### src/rtl/job_disable_sched.sv
// Round-robin scheduler for one timed worker slot; a running job ends on its own count or on abort.
// Optional macro JOB_DISABLE_SCHED_RETRY_EN: an aborted requester gets first pick at the next arbitration.
module job_disable_sched #(
    parameter int NREQ = 4,
    parameter int CNTW = 8,
    parameter int IDW  = 2
) (
    input  logic                 clk,
    input  logic                 rst_n,
    input  logic [NREQ-1:0]      req,
    input  logic [NREQ*CNTW-1:0] len,
    input  logic                 abort,
    output logic [NREQ-1:0]      grant,
    output logic                 busy,
    output logic                 done,
    output logic                 aborted,
    output logic [IDW-1:0]       cur_id
);

    typedef enum logic [1:0] {IDLE, RUN, FIN, KILL} state_t;

    state_t            state_q;
    logic [NREQ-1:0]   grant_q;
    logic              busy_q;
    logic              done_q;
    logic              aborted_q;
    logic [IDW-1:0]    cur_id_q;
    logic [IDW-1:0]    ptr_q;
    logic [CNTW-1:0]   cnt_q;
`ifdef JOB_DISABLE_SCHED_RETRY_EN
    logic [IDW-1:0]    prev_ptr_q;
`endif

    logic              found;
    logic [IDW-1:0]    win;
    logic [IDW-1:0]    idx_w;
    logic [CNTW-1:0]   len_a [NREQ];
    logic [CNTW-1:0]   win_len;
    logic [CNTW-1:0]   load_d;

    // First requester at or after ptr+1, wrapping around.
    always_comb begin
        int idx;
        found = 1'b0;
        win   = '0;
        idx   = 0;
        idx_w = '0;
        for (int k = 1; k <= NREQ; k++) begin
            idx = int'(ptr_q) + k;
            if (idx >= NREQ) idx = idx - NREQ;
            idx_w = IDW'(idx);
            if (!found && req[idx_w]) begin
                found = 1'b1;
                win   = idx_w;
            end
        end
    end

    always_comb begin
        for (int i = 0; i < NREQ; i++) len_a[i] = len[i*CNTW +: CNTW];
        win_len = len_a[win];
        load_d  = (win_len == '0) ? CNTW'(1) : win_len;
    end

    always_ff @(posedge clk or negedge rst_n) begin
        if (!rst_n) begin
            state_q    <= IDLE;
            grant_q    <= '0;
            busy_q     <= 1'b0;
            done_q     <= 1'b0;
            aborted_q  <= 1'b0;
            cur_id_q   <= '0;
            ptr_q      <= IDW'(NREQ-1);
            cnt_q      <= '0;
`ifdef JOB_DISABLE_SCHED_RETRY_EN
            prev_ptr_q <= IDW'(NREQ-1);
`endif
        end else begin
            case (state_q)
                IDLE: begin
                    done_q    <= 1'b0;
                    aborted_q <= 1'b0;
                    if (found) begin
                        state_q  <= RUN;
                        grant_q  <= NREQ'(1) << win;
                        busy_q   <= 1'b1;
                        cur_id_q <= win;
                        cnt_q    <= load_d;
                        ptr_q    <= win;
`ifdef JOB_DISABLE_SCHED_RETRY_EN
                        prev_ptr_q <= ptr_q;
`endif
                    end
                end
                RUN: begin
                    cnt_q <= cnt_q - CNTW'(1);
                    // Abort takes priority over a job finishing in the same cycle.
                    if (abort) begin
                        state_q   <= KILL;
                        grant_q   <= '0;
                        busy_q    <= 1'b0;
                        aborted_q <= 1'b1;
`ifdef JOB_DISABLE_SCHED_RETRY_EN
                        ptr_q     <= prev_ptr_q;
`endif
                    end else if (cnt_q == CNTW'(1)) begin
                        state_q <= FIN;
                        grant_q <= '0;
                        busy_q  <= 1'b0;
                        done_q  <= 1'b1;
                    end
                end
                FIN, KILL: begin
                    state_q   <= IDLE;
                    done_q    <= 1'b0;
                    aborted_q <= 1'b0;
                end
                default: state_q <= IDLE;
            endcase
        end
    end

    assign grant   = grant_q;
    assign busy    = busy_q;
    assign done    = done_q;
    assign aborted = aborted_q;
    assign cur_id  = cur_id_q;

endmodule

### config.mk
export PLATFORM = sky130hd
export DESIGN_NAME = job_disable_sched
export DESIGN_NICKNAME = d
export VERILOG_FILES = /design/src/rtl/job_disable_sched.sv
export SDC_FILE = /design/constraint.sdc
export NUM_CORES = 1
export LEC_CHECK = 0
export BUFFER_PORTS_ARGS = -buffer_cell sky130_fd_sc_hd__buf_2
export CAP_MARGIN = 40
export CORE_MARGIN = 2
export CORE_UTILIZATION = 53
export DETAILED_ROUTE_END_ITERATION = 16
export PLACE_DENSITY_LB_ADDON = 0.2
export SLEW_MARGIN = 20
export SYNTH_ARGS = -nofsm -noshare
export SYNTH_HDL_FRONTEND = slang
export SYNTH_SLANG_ARGS = --single-unit
### constraint.sdc
create_clock -name clk -period 4.8 [get_ports clk]
set_input_delay 0.24 -clock clk [delete_from_list [all_inputs] [get_ports clk]]
set_output_delay 0.24 -clock clk [all_outputs]
set_load 0.01 [all_outputs]
### Yosys cells after proc, flatten, opt, wreduce, memory -nomap -nowiden

Cells that the tools add are included.

| storage, ports and cells | value |
|---|---|
| register bits | 21 |
| input bits | 39 |
| output and inout bits | 9 |
| word-level logic and storage cells | 96 |

| cells by class | value |
|---|---|
| $add $sub $neg | 9 |
| magnitude comparators | 9 |
| equality and inequality tests | 9 |
| shift operators | 1 |
| multiplexer cells | 43 |
| bitwise operators | 1 |
| reductions and logical operators | 16 |

Operators by type and width:

| cell | number |
|---|---|
| $mux W8 | 4 |
| $mux W2 | 11 |
| $bmux W8 S2 | 1 |
| $pmux W8 S2 | 1 |
| $mux W1 | 14 |
| $ge A3 B3 Y1 const B | 4 |
| $lt A2 B3 Y1 const B | 4 |
| $mux W4 | 3 |
| $bmux W1 S2 | 4 |
| $eq A8 B1 Y1 const B | 1 |
| $logic_not A8 Y1 | 1 |
| $ne A2 B2 Y1 const B | 4 |
| $pmux W4 S2 | 1 |
| $reduce_and A2 Y1 | 4 |
| $sub A2 B1 Y2 const B | 4 |
| $sub A8 B1 Y8 const B | 1 |
| $add A2 B2 Y3 const B | 2 |
| $pmux W1 S2 | 3 |
| $pmux W2 S3 | 1 |
| $add A2 B3 Y4 const B | 1 |
| $eq A2 B2 Y1 const B | 2 |
| $ge A4 B3 Y1 const B | 1 |
| $shl A1 B2 Y4 const A | 1 |
| $add A2 B1 Y3 const B | 1 |
| 10 further kinds | 14 |

### Longest topological paths before layout

| depth | value |
|---|---|
| word-level depth | 23 |
| depth in mapped cells | 9 |
| depth with buffers taken out | 9 |

### Worst setup path before layout

Ideal clock, no wire load.

| timing | value |
|---|---|
| path type | reg-to-reg |
| from | register ptr_q[1] |
| to | register cnt_q[0] |
| library setup time | 0.120 ns |
| arrival | 1.791 ns |
| data required time | 4.680 ns |
| slack | 2.889 ns |
| cell stages (with the launch flop) | 8 |
| buffers on the path | 1 |
| period minus slack after synthesis | 1.911 ns |
| path through | dfstp_2 mux2i_1 o221a_4 buf_6 nand2_1 a32oi_1 nor4_2 a41o_1 |

| on the way | value |
|---|---|
| word-level cells in the longest chain between the ends | 23 |
| elaborated cells on any way between the ends | 48 |
| classes of those cells | add/sub: 8; order compare: 4; eq/ne: 1; mux: 26; bitwise: 1; reduce/logical: 8 |

Ends and longest elaborated chain:

| element | RTL line | RTL |
|---|---|---|
| start: declaration | 28 | `logic [IDW-1:0] ptr_q;` |
| start signal: assignment | 73 | `ptr_q <= IDW'(NREQ-1);` |
| start signal: assignment | 89 | `ptr_q <= win;` |
| $add A2 B1 Y3 | 49 | `idx = int'(ptr_q) + k;` |
| $ge A3 B3 Y1 / $sub A2 B1 Y2 (equally long branches) | 50 | `if (idx >= NREQ) idx = idx - NREQ;` |
| $mux W2 | 50 |  |
| $bmux W1 S2 | 52 | `if (!found && req[idx_w]) begin` |
| $mux W1 (not written as such) | 52 |  |
| $mux W1 | 52 |  |
| $logic_not A1 Y1 | 52 |  |
| $logic_and A1 B1 Y1 | 52 |  |
| [6 not listed] | n/a |  |
| $mux W2 | 52 |  |
| $not A2 Y3 (not written as such) | 61 | `win_len = len_a[win];` |
| $bmux W8 S2 | 61 |  |
| $mux W8 (not written as such) (2 in a row) | 61 |  |
| $logic_not A8 Y1 | 62 | `load_d = (win_len == '0) ? CNTW'(1) : win_len;` |
| $mux W8 | 62 |  |
| $mux W8 | 83 | `if (found) begin` |
| $pmux W8 S2 | 79 | `case (state_q)` |
| end signal: assignment | 88 | `cnt_q <= load_d;` |
| end signal: assignment | 96 | `cnt_q <= cnt_q - CNTW'(1);` |
| end: declaration | 29 | `logic [CNTW-1:0] cnt_q;` |

Parallel ways exist; a longest one is shown, timed or not. The select of a mux whose other input is x is not followed.
A chain may end at the register's enable or synchronous reset.

### Worst setup path after layout

Ends and elaborated chain as after synthesis.

==> run metrics <==
full die area 2920 µm²; Tot GR Track Use 22.5%; Fin. Hold Viols 0; setup tns final 0 ns; critical path's largest stage delay 0.61 ns; number of global-route vias before repair 1,075; crit-path cells mux2i_1 > o221ai_2 > nand2_1 > a32oi_1 > nor4_2 > a41o_1; Post-CTS Setup Bufs 0; Yosys warnings 0; Hold Path Class in2reg; Root Buffer clkbuf_4; vias post-DR 1,311; nets 244; Critical Path AT 2.47 ns; top cells by count, synth nand2_1, dfrtp_1, nor2_1; top fanout value on the critical path 16; crit start category flip-flop; r2r endpoint cnt_q[0]; Mapped Cells 157; Seq/Total Area, Yosys 39.8%; CP Class reg2reg; vias per cell 5.65; Final Max Tran Viols 0; pin count of the biggest net entering global routing 22; Unique masters post-synth 38; CTS resizes 0; Max Cap Violations 0; number of port buffers 47; worst-skew pair later-pin latency 0.31 ns; Initial Util 54.6%; Die Ht 54.0 µm; first-pass GRT wire length 4.69 mm; worst slew pin tran 0.688 ns; Detailed Place HPWL 2.29 mm; Critical Path Source ptr_q[1]; io pins 48; static leakage 0.766 nW; CTS max path bufs 2; GR Overflow Total 0; core area 2430 µm²; Die W 54.0 µm; Final WS setup 2.53 ns; RSZ-0062 raised after global routing false; Synth area leaders dfrtp_1, nand2_1, a21oi_1; post-synth top area share 35.8%; post-route ant nets 0; TritonCTS clock tree done; Initial DRC Count 33; Final setup violation count 0; Min-Delay Path Depth 3; drt first pass iters 4; fin crit share 47.3%; Cell Area, Synth 1330 µm²; Yosys top cell by area dfrtp_1; Final Skew 0.00960 ns; min-delay src abort; R2R cell count 6; peak supply drop 314 µV; fillers 211; Crit. End Element flip-flop; count leader, synth nand2_1; Cells after DPL 227; DRC 0; TritonCTS Buffers 3; H-tree Lvls 1; Worst R2R Start ptr_q[1]; Final Wtd Congestion 0.968; status finished clean; Synth Register Bits 21; drt wl/cell 13.2 µm; Syn Nets 198; number of flops mapped to enable cells by yosys 0; row count 18; flop-to-flop setup slack 2.53 ns; FMAX 0.441 GHz; P per Cell Area 531 nW/µm²; Post-synth ARST share 100%; Hold EP aborted; Slowest-stage cell, CP dfstp_2; share of layout cells above drive strength 1 30.7%; clk sinks 21; synthesized area per cell 8.46 µm²; Finished Layout Cells 232; DRT Wirelength 3.07 mm; Synth Flop Type dfrtp_1; pre-CTS WS 2.59 ns; Period minus WS final 2.27 ns; antenna violations before repair 0; slew margin rel. 54.1%; Critical Path RT 5.01 ns; antenna diode count 0; Clk pin slew, worst setup/hold paths 0.12 ns; synth-to-layout area growth 19.5%
cell families after synthesis:
logic type | after synthesis | synth area share, %
flip-flops | 21 | 39.8
AO/OA/AOI/OAI | 43 | 23.4
XOR/XNOR | 2 | 1.32
adder cells (fa/ha/maj) | 2 | 1.88
multiplexers | 4 | 3.11
buffers and inverters | 11 | 5.28
AND/OR/NAND/NOR | 74 | 25.3
placed cells by master, fill, tap and decap left out, types with 2 or more instances in the layout:
cell type | synthesis | layout
a21oi_1 | 11 | 11
a21oi_2 | 2 | 2
a32o_1 | 4 | 4
a32oi_1 | 5 | 5
buf_2 | 2 | 47
clkbuf_4 | 0 | 3
dfrtp_1 | 19 | 19
dfstp_2 | 2 | 2
ha_1 | 2 | 2
inv_1 | 3 | 3
mux2i_1 | 3 | 3
nand2_1 | 41 | 41
nand2b_1 | 5 | 5
nand3_1 | 2 | 2
nor2_1 | 12 | 12
nor2b_1 | 2 | 2
nor3_1 | 3 | 3
nor4_1 | 3 | 3
o21ai_0 | 10 | 10
o21ai_1 | 2 | 2
o221ai_1 | 2 | 2
or4_1 | 2 | 2
critical path: cells and delay by family (launching register included):
kind             cells  cell delay, ns
AO/OA/AOI/OAI        3            1.20
AND/OR/NAND/NOR      2            0.21
multiplexers         1            0.13
flip-flops           1            0.61
state kept, by name (all words and copies together), names as in the netlist:
name	cells
aborted	1
busy	1
cnt_q	8
cur_id	2
done	1
grant	4
ptr_q	2
state_q	2
cell type report:
type                            instances  area (µm²)  share of cell area (%)
Multi-Input combinational cell        125         729                    46.0
Clock inverter                          1        5.00                   0.315
Sequential cell                        21         528                    33.3
Tap cell                               30        37.5                    2.37
Timing Repair Buffer                   49         253                    15.9
Inverter                                3        11.3                   0.710
Clock buffer                            3        22.5                    1.42
worst max-delay path by stage:
| stage | end |
|---|---|
| after floorplan | cnt_q[0] |
| after global placement | cnt_q[0] |
| after detailed placement | cnt_q[0] |
| after CTS | cnt_q[0] |
| after global routing | cnt_q[0] |
| final | cnt_q[0] |
layer usage:
| layer | vias to the layer above | part of all wire, % | global-route usage (%) |
|---|---|---|---|
| li1 | 657 | - | - |
| met1 | 600 | 46 | 28.9 |
| met2 | 49 | 45 | 38.0 |
| met3 | 5 | 7.7 | 3.61 |
| met4 | 0 | 1.3 | 8.75 |
| met5 | - | 0 | 0 |
through the flow:
| stage | power, W | area (µm²) | hold WS [ns] | utilization, % |
|---|---|---|---|---|
| global route | 0.000917 | 1590 | 0.222 | 65.2 |
| detailed placement | 0.000754 | 1550 | 0.209 | 63.7 |
| global placement | 0.000739 | 1550 | 0.207 | 63.7 |
| CTS | 0.000844 | 1590 | 0.177 | 65.2 |
| finish | 0.000843 | 1590 | 0.182 | 65.2 |
| floorplan | 0.000655 | 1330 | -0.0556 | - |
power breakdown:
group,total [W],switching (W),internal [W]
sequential,0.000316,0.0000605,0.000256
clock,0.0000856,0.0000544,0.0000312
combinational,0.000441,0.000260,0.000181
total,0.000843,0.000375,0.000468
timing repair:
action                                  CTS  global route
endpoints found under the setup margin    0             0
hold endpoints to repair                 19             0
hold buffers                              1             0
No activity file was read; power rests on OpenSTA's default activity.
